## src/rtl/lm_sm_seq.sv

```systemverilog
// -----------------------------------------------------------------------------
// lm_sm_seq -- load-multiple / store-multiple sequencer
//
// Walks the registers selected by an 8-bit mask in ascending order and moves
// each one between the register file and consecutive memory words, one word
// per memory handshake beat (mem_req & mem_rdy).
//
//   LM (is_lm=1): memory -> register file, written in the beat cycle.
//   SM (is_lm=0): register file -> memory, mem_wdata mirrors rf_rd_data.
//
// Ports
//   clk, rst               clock; synchronous active-high reset
//   start, is_lm,          launch request and its parameters, sampled in IDLE
//   base_addr, reg_mask
//   mem_req, mem_we,       memory request channel, held stable until mem_rdy
//   mem_addr, mem_wdata
//   mem_rdy, mem_rdata     memory ready / read data
//   rf_rd_addr,rf_rd_data  combinational register-file read port
//   rf_wr_en, rf_wr_addr,  register-file write port
//   rf_wr_data
//   busy, done             not-IDLE flag / one-cycle completion pulse
//
// Configuration
//   LMSM_PC_GUARD_EN  when defined, mask bit 7 (R7 = PC) is dropped at launch,
//                     so R7 is never transferred.
// -----------------------------------------------------------------------------
module lm_sm_seq #(
  parameter int W = 16
) (
  input  logic         clk,
  input  logic         rst,
  input  logic         start,
  input  logic         is_lm,
  input  logic [W-1:0] base_addr,
  input  logic [7:0]   reg_mask,
  output logic         mem_req,
  output logic         mem_we,
  output logic [W-1:0] mem_addr,
  output logic [W-1:0] mem_wdata,
  input  logic         mem_rdy,
  input  logic [W-1:0] mem_rdata,
  output logic [2:0]   rf_rd_addr,
  input  logic [W-1:0] rf_rd_data,
  output logic         rf_wr_en,
  output logic [2:0]   rf_wr_addr,
  output logic [W-1:0] rf_wr_data,
  output logic         busy,
  output logic         done
);

  typedef enum logic [1:0] {
    IDLE = 2'd0,
    XFER = 2'd1,
    DONE = 2'd2
  } state_t;

  state_t       state, state_nxt;
  logic [7:0]   mask_q, mask_nxt;
  logic [W-1:0] cur_addr, addr_nxt;
  logic         lm_q, lm_nxt;

  logic [7:0]   eff_mask;
  logic [7:0]   mask_rest;
  logic [2:0]   idx;
  logic         beat;

  // Mask as latched at launch.
  always_comb begin
`ifdef LMSM_PC_GUARD_EN
    eff_mask = reg_mask & 8'h7F;
`else
    eff_mask = reg_mask;
`endif
  end

  // Lowest set bit of the latched mask: scanning from the top down lets the
  // lowest hit overwrite any higher one.
  always_comb begin
    idx = 3'd0;
    for (int i = 7; i >= 0; i--) begin
      if (mask_q[i]) idx = 3'(i);
    end
  end

  // x & (x-1) clears exactly the lowest set bit, i.e. bit idx.
  assign mask_rest = mask_q & (mask_q - 8'd1);
  assign beat      = (state == XFER) && mem_rdy;

  // State and datapath registers.
  // NOTE: sequential state uses non-blocking assignments so every register
  // samples the pre-edge values regardless of statement order.
  always_ff @(posedge clk) begin
    if (rst) begin
      state    <= IDLE;
      mask_q   <= '0;
      cur_addr <= '0;
      lm_q     <= 1'b0;
    end else begin
      state    <= state_nxt;
      mask_q   <= mask_nxt;
      cur_addr <= addr_nxt;
      lm_q     <= lm_nxt;
    end
  end

  // Next-state logic.
  // NOTE: every signal gets a default before the case so no path leaves it
  // unassigned, which would otherwise infer a latch.
  always_comb begin
    state_nxt = state;
    mask_nxt  = mask_q;
    addr_nxt  = cur_addr;
    lm_nxt    = lm_q;
    unique case (state)
      IDLE: begin
        if (start) begin
          lm_nxt    = is_lm;
          addr_nxt  = base_addr;
          mask_nxt  = eff_mask;
          state_nxt = (eff_mask != 8'd0) ? XFER : DONE;
        end
      end
      XFER: begin
        if (beat) begin
          mask_nxt = mask_rest;
          addr_nxt = cur_addr + W'(1);   // wraps naturally at the top
          if (mask_rest == 8'd0) state_nxt = DONE;
        end
      end
      DONE:    state_nxt = IDLE;        // start in this cycle is ignored
      default: state_nxt = IDLE;
    endcase
  end

  // Outputs: the request channel is only live in XFER and is zero elsewhere.
  always_comb begin
    busy       = (state != IDLE);
    done       = (state == DONE);
    mem_req    = 1'b0;
    mem_we     = 1'b0;
    mem_addr   = '0;
    mem_wdata  = '0;
    rf_rd_addr = 3'd0;
    rf_wr_en   = 1'b0;
    rf_wr_addr = 3'd0;
    rf_wr_data = '0;
    if (state == XFER) begin
      mem_req    = 1'b1;
      mem_we     = ~lm_q;
      mem_addr   = cur_addr;
      rf_rd_addr = idx;
      mem_wdata  = rf_rd_data;
      rf_wr_en   = beat && lm_q;
      rf_wr_addr = idx;
      rf_wr_data = mem_rdata;
    end
  end

endmodule

```

## config.mk

```make
export PLATFORM = sky130hd
export DESIGN_NAME = lm_sm_seq
export DESIGN_NICKNAME = d
export VERILOG_FILES = /design/src/rtl/lm_sm_seq.sv
export SDC_FILE = /design/constraint.sdc
export NUM_CORES = 1
export LEC_CHECK = 0
export ABC_AREA = 0
export ABC_CLOCK_PERIOD_IN_PS = 1550
export CORE_MARGIN = 10
export CORE_UTILIZATION = 30
export DETAILED_ROUTE_END_ITERATION = 7
export DONT_BUFFER_PORTS = 1
export PLACE_DENSITY_LB_ADDON = 0.08
export SETUP_SLACK_MARGIN = 0.5
export SYNTH_ARGS = -nofsm -noshare
export SYNTH_HDL_FRONTEND = slang
export SYNTH_SLANG_ARGS = --single-unit
export TNS_END_PERCENT = 5
```

## constraint.sdc

```tcl
create_clock -name clk -period 1.55 [get_ports clk]
set_input_delay 0.31 -clock clk [delete_from_list [all_inputs] [get_ports clk]]
set_output_delay 0.31 -clock clk [all_outputs]
set_load 0.1 [all_outputs]
```

Word-level counts from Yosys, hierarchy flattened
Cells that the tools add are included.

operators by class
  reduce and logical (&&, ||, !) cells = 10
  add/subtract/negate cells = 2
  bitwise operators = 2
  equal/unequal tests = 5
  mux-type cells = 26

operators by type and width
  operator                                             count
  2-to-1 mux 16 bit                                    5
  case mux 16 bit (2 select lines)                     1
  2-to-1 mux 3 bit                                     9
  adder 16 x 1 -> 16 bit, second input constant        1
  2-to-1 mux 8 bit                                     2
  case mux 8 bit (2 select lines)                      1
  bitwise AND 8 bit                                    1
  zero test 8 bit                                      1
  2-to-1 mux 2 bit                                     4
  nonzero test 8 bit                                   1
  subtractor 8 x 1 -> 8 bit, second input constant     1
  AND reduction 3 bit                                  2
  != test 2 bit, second input constant                 2
  case mux 2 bit (2 select lines)                      1
  nonzero test 2 bit                                   2
  2-to-1 mux 1 bit                                     3
  equality test 2 x 1 -> 1 bit, second input constant  1
  equality test 2 bit, second input constant           1
  logical AND 1 bit                                    2
  zero test 2 bit                                      1
  != test 2 x 1 -> 1 bit, second input constant        1
  AND reduction 2 bit                                  1
  inverter 1 bit                                       1

word-level totals
  input port bits = 61
  output and inout bits = 59
  register bits after elaboration = 27
  logic and storage cells = 49

Logic depth before layout (Yosys ltp)
Gate-level depths: netlist of the first run.

  depth after elaboration = 9
  depth in mapped cells = 7
  depth with buffers taken out = 5

Worst setup path before layout of the first run
No wires, ideal clock.

  path type = register to output
  start = reg mask_q[0]
  end = out rf_wr_addr[2]
  buffers on the path = 2
  setup slack = -2454 ps
  data arrival time = 3694 ps
  data required time = 1240 ps
  stages on the path, launching flop included = 5
  cell sequence = dfxtp_1 > or4_1 > buf_2 > nor3_1 > buf_4

on the way
  longest elaborated chain between the ends = 2

ends and longest elaborated chain
  what                      line  text
  start: declaration        58    logic [7:0] mask_q, mask_nxt;
  start signal: assignment  100   mask_q <= mask_nxt;
  2-to-1 mux 3 bit          81    if (mask_q[i]) idx = 3'(i);
  2-to-1 mux 3 bit          --
  end: declaration          45    output logic [2:0] rf_wr_addr,

No other way between the ends.

Final worst setup path of the first run
  start = reg mask_q[0]
  end = out rf_rd_addr[2]

on the way
  longest elaborated chain between the ends = 2

ends and longest elaborated chain
  what              line  text
  2-to-1 mux 3 bit  81
  2-to-1 mux 3 bit  147   if (state == XFER) begin
  end: declaration  42    output logic [2:0] rf_rd_addr,

No other way between the ends.

==> run summary, run 1 <==
run status: complete, but fails checks
failing checks: setup timing
Fmax: 516 MHz
Least-Margin Pin Slew: 0.357 ns
Worst VDD drop: 618 µV
Seq cells post-synth: 27
die span in y: 103 µm
Area Overhead vs Synth: 94.5%
Starting Density: 30.7%
Die ar.: 10700 µm²
placed instance count: 466
CP Launch Type: register
kind of end point of the critical path: output port
Setup CP Type: reg -> out
initial antenna violation count: 1
H-tree depth: 1
GRT Util Overall: 15.4%
Via Count: 2514
Crit path largest cell delay: 0.55 ns
IO Port Bufs: 0
CP bufs+invs: 1
sequential share of the synthesized area: 25.9%
Static Leakage: 1.61 nW
fin nets: 442
row count: 30
data required time of the critical path: 1.24 ns
P per Cell Area: 1210 nW/µm²
TritonCTS Buffers: 3
synth unique cells: 52
Fin. Hold Viols: 0
cells after synthesis: 287
GR Overflow Total: 0
Avg Inst Size Synth: 7.27 µm²
PnR Total Power: 4.91 mW
Max stage delay cell, worst path: or4_4
first-pass GRT wire length: 13.0 mm
worst-path maximum fanout: 2
worst setup margin: -0.387 ns
Worst slew margin: 75.6%
RSZ-0062 raised after global routing: true
CTS Root Cell: clkbuf_8
post-synth net total: 349
CTS tree: built
routed wire length: 8.38 mm
Tmin final: 1.94 ns
WP data arrival: 1.63 ns
max_cap viols: 0
antenna viol nets, final: 0
YS warnings: 0
I/O Pins: 120
Clock Latency Late Sink: 0.28 ns
Worst-path clk slew: 0.10 ns
cell family with most CP delay: simple AND/OR/NAND/NOR gates
cell chain of the critical path: or4_4 > nor3_4 > clkbuf_16
drt pass-1 iters: 4
synthesized cell area: 2090 µm²
detail-routed net length per standard cell: 17.6 µm
CORE AREA: 6790 µm²
largest net degree at the start of global routing: 26
Post-DP Area: 3690 µm²
layout cells sized above 1: 55.1%
clock buffer depth: 2
fin crit share: 125%
Final Non-Filler Cells: 476
Final Max Tran Viols: 0
Final setup viols: 65
die width: 103 µm
Synth Flop Type: dfxtp_1
Final Skew: 0.00516 ns
vias in the first global route: 2560
post-route cell area: 4060 µm²
vias per cell: 5.28
EDFF count, synth: 0
ys async rst share: 0%
CTS sink count: 27
Hold Slack: 0.0778 ns
Tightest Hold Check Type: in -> reg
Post-CTS Hold Fix Bufs: 0
Final HPWL DP: 6.72 mm
global placer's final weighted congestion: 0.830
drt initial violations: 96
# DRC: 0
-- cells by family after synthesis --
logic type	share of synthesized area (%)
simple gates	36.7
mux	0.960
flops	25.9
compound gates	28.0
fa+ha+maj	1.08
buf+inv	7.38
-- path summary, 6_finish.rpt --
path	from	end	slack, ns	depth (start not counted)
max	mask_q[0]$_SDFFE_PP0P_	rf_rd_addr[2]	-0.39	3
min	rst	cur_addr[0]$_SDFFE_PP0P_	0.08	1
max reg2reg	mask_q[0]$_SDFFE_PP0P_	mask_q[6]$_SDFFE_PP0P_	-0.19	6
min reg2reg	cur_addr[15]$_SDFFE_PP0P_	cur_addr[15]$_SDFFE_PP0P_	0.52	2
-- cells in the final DEF, fill, tap and decap left out, drive strengths merged, types with 2 or more instances in the layout --
master | Yosys | layout
nand3 | 7 | 7
a2111oi | 2 | 2
clkinvlp | 0 | 2
o21a | 5 | 5
a311oi | 4 | 4
buf | 16 | 113
and2 | 50 | 50
and3 | 5 | 5
a31oi | 3 | 3
and4 | 3 | 3
a21oi | 22 | 22
nand4 | 5 | 5
nor2b | 2 | 2
nor2 | 19 | 19
nor3b | 2 | 2
dfxtp | 27 | 27
mux2i | 2 | 2
a21o | 2 | 2
nand2b | 3 | 3
nand2 | 20 | 20
a211oi | 9 | 9
nor3 | 8 | 8
or3 | 2 | 2
nor4 | 10 | 10
clkbuf | 10 | 5
o21ai | 21 | 21
o221ai | 2 | 2
inv | 8 | 6
-- worst register-to-register path, cell delays in order (launching register included) --
cell and delay (ns):
dfxtp_1 0.32, or4_4 0.55, buf_4 0.15, buf_4 0.15, o32a_1 0.29, o21ai_2 0.10, a21oi_1 0.07
-- final cells by class --
| class | instances | area [µm²] |
|---|---|---|
| Timing Repair Buffer | 114 | 1650 |
| Multi-Input combinational cell | 226 | 1630 |
| Tap cell | 96 | 120 |
| Antenna cell | 1 | 2.50 |
| Clock buffer | 4 | 45.0 |
| Inverter | 8 | 45.0 |
| Sequential cell | 27 | 561 |
| Fill cell | 579 | 2740 |
-- power breakdown --
part	switching (mW)	internal, mW
combinational	2.13	1.43
clock	0.244	0.185
sequential	0.101	0.811
-- flip-flops by register name, summed over array words and instances (netlist names) --
name,cells
cur_addr,16
mask_q,8
lm_q,1
state,2
-- repair_timing --
action,4_1_cts,5_1_grt
setup buffers,2,2
cloned,1,0
setup endpoints to repair,86,86
pin swaps,52,9
gates resized for setup,81,19
-- cells in the mapped netlist (7+ instances only) --
master     n  area share (%)
and2_1    48              14
dfxtp_1   27              26
a21oi_1   22             5.3
nand2_1   20             3.6
o21ai_0   20             4.8
nor2_1    19             3.4
buf_2     12             2.9
clkbuf_1  10             1.8
nor4_1    10             3.0
a211oi_1   9             3.2
inv_1      8             1.4
nand3_1    7             1.7
nor3_1     7             1.7
-- metal layers --
metal	vias up	track usage (%)	wire, µm
li1	1221	-	-
met1	1184	17.4	3310
met2	99	24.7	3880
met3	8	8.04	1080
met4	2	4.49	102
met5	-	0	13
-- through the flow --
| stage | util (%) | setup slack (ns) | setup TNS [ns] |
|---|---|---|---|
| after floorplan | - | -0.890 | -27.34 |
| after global placement | 54.3 | -0.223 | -1.21 |
| after detailed placement | 54.3 | -0.215 | -1.50 |
| after CTS | 58.7 | -0.415 | -8.14 |
| after global routing | 59.7 | -0.439 | -11.83 |
| final | 59.7 | -0.387 | -8.43 |
(Power assumes the default switching activity.)
==> run 2: changes to the inputs <==
REMOVE_ABC_BUFFERS = 1   (was default)
==> run summary, run 2 (same netlist as run 1, synthesis figures left out) <==
Clock Latency Late Sink: 0.28 ns (about the same)
drt pass-1 iters: 4 (unchanged)
Fill cells: 599 (+3.5%)
H-tree depth: 1 (unchanged)
Sequential cell area: 556 µm² (-0.89%)
Via Count: 2448 (-2.6%)
first-pass GRT wire length: 12.7 mm (-2.8%)
TritonCTS Buffers: 3 (unchanged)
Least-Margin Pin Slew: 0.457 ns (+0.100 ns)
Area Overhead vs Synth: 89.1%
Multi-input gate area: 1650 µm² (+1.1%)
kind of end point of the critical path: output port
antenna viol nets, final: 0 (unchanged)
Largest regs: cur_addr: 16 flops, mask_q: 8 flops, state: 2 flops
Final HPWL DP: 6.54 mm (-2.7%)
row count: 30 (unchanged)
clock buffer depth: 2 (unchanged)
GR Overflow Total: 0 (unchanged)
max_cap viols: 0 (unchanged)
Final Max Tran Viols: 0 (unchanged)
max reg flops: 16 (unchanged)
Setup CP Type: reg -> out
Final setup viols: 61 (-6.2%)
WP data arrival: 1.66 ns (+0.03 ns)
drt initial violations: 106 (+10%)
CTS Root Cell: clkbuf_8
vias in the first global route: 2340 (-8.6%)
Top reg by flops: cur_addr
Tightest Hold Check Type: in -> reg
P per Cell Area: 1210 nW/µm² (about the same)
Worst VDD drop: 583 µV (-5.7%)
CTS sink count: 27 (unchanged)
CORE AREA: 6790 µm² (unchanged)
layout cells sized above 1: 51.2% (-3.9 points)
largest net degree at the start of global routing: 46 (+77%)
Fmax: 508 MHz (-1.5%)
worst setup margin: -0.417 ns (-0.0301 ns)
data required time of the critical path: 1.24 ns (about the same)
initial antenna violation count: 1 (unchanged)
GRT Util Overall: 14.9% (-0.55 points)
IO Port Bufs: 0 (unchanged)
RSZ-0062 raised after global routing: true
I/O Pins: 120 (unchanged)
PnR Total Power: 4.77 mW (-2.7%)
routed wire length: 8.40 mm (+0.26%)
die width: 103 µm (unchanged)
detail-routed net length per standard cell: 18.2 µm (+3.3%)
# DRC: 0 (unchanged)
Tmin final: 1.97 ns (+0.0301 ns)
Starting Density: 30.7% (unchanged)
Fin. Hold Viols: 0 (unchanged)
global placer's final weighted congestion: 0.841 (+1.3%)
run status: complete, but fails checks
failing checks: setup timing
Worst-path clk slew: 0.10 ns (about the same)
worst-path maximum fanout: 2 (unchanged)
CP Launch Type: register
commonest non-fill, non-tap cell in the layout: buf_12
Die ar.: 10700 µm² (unchanged)
Setup TNS: -8.81 ns (-0.373 ns)
Static Leakage: 1.53 nW (-4.8%)
fin nets: 428 (-3.2%)
fin crit share: 127% (+1.9 points)
Final Skew: 0.00898 ns (+0.00382 ns)
CTS tree: built
vias per cell: 5.30 (+0.33%)
Worst slew margin: 69.2% (-6.3 points)
die span in y: 103 µm (unchanged)
most frequent cells in the layout: 56 x buf_12, 35 x buf_4, 29 x and2_4
## run 2: power breakdown
part           leakage [nW]  internal (mW)  switching [mW]
Sequential            0.226          0.810          0.0994
Combinational          1.28           1.31            2.13
Clock                0.0255          0.181           0.243
## run 2: metal layers
layer  GRT usage, %  share of wire (%)
met1           16.8                 39
met2           27.4                 55
met3           4.32                6.3
met4           1.93               0.30
met5              0                  0
## run 2: critical path: stages (launching register included)
cell and delay [ns]:
dfxtp_2 0.33, or4_4 0.53, nor3_2 0.16, buf_4 0.16, clkbuf_16 0.20
## run 2: what timing repair did
| item | CTS | global route |
|---|---|---|
| buffers inserted | 0 | 1 |
| endpoints found under the hold margin | 0 | 0 |
| pin swaps | 22 | 26 |
| resized for setup | 49 | 47 |
| hold buffers | 0 | 0 |
| endpoints found under the setup margin | 86 | 86 |
## run 2: worst paths after layout
kind | start | endpoint | slack [ns] | cells after the start
worst min-delay path | rst | mask_q[7]$_SDFFE_PP0P_ | 0.08 | 1
worst max-delay path | mask_q[0]$_SDFFE_PP0P_ | rf_rd_addr[2] | -0.42 | 4
worst min register to register | mask_q[6]$_SDFFE_PP0P_ | mask_q[6]$_SDFFE_PP0P_ | 0.50 | 2
worst max register to register | cur_addr[1]$_SDFFE_PP0P_ | cur_addr[15]$_SDFFE_PP0P_ | -0.06 | 5
## run 2: area by class of cell
| type | instances | area share [%] |
|---|---|---|
| multi-input combinational | 226 | 41.9 |
| timing repair buffer | 100 | 38.9 |
| sequential | 27 | 14.1 |
| tap | 96 | 3.04 |
| clock buffer | 3 | 1.05 |
| inverter | 8 | 0.825 |
| clock inverter | 1 | 0.127 |
| antenna | 1 | 0.0634 |
## run 2: metrics by stage
step | instance area (µm²) | worst slack (ns) | hold slack (ns) | std cells | util (%)
6_report | 3950 | -0.417 | 0.0837 | 462 | 58.1
5_1_grt | 3950 | -0.489 | 0.0625 | 462 | 58.1
4_1_cts | 3790 | -0.434 | 0.0838 | 460 | 55.7
3_5_place_dp | 3580 | -0.141 | 0.385 | 456 | 52.7
3_3_place_gp | 3580 | -0.144 | 0.385 | 456 | 52.7
2_1_floorplan | 1960 | -3.95 | 0.379 | 261 | -
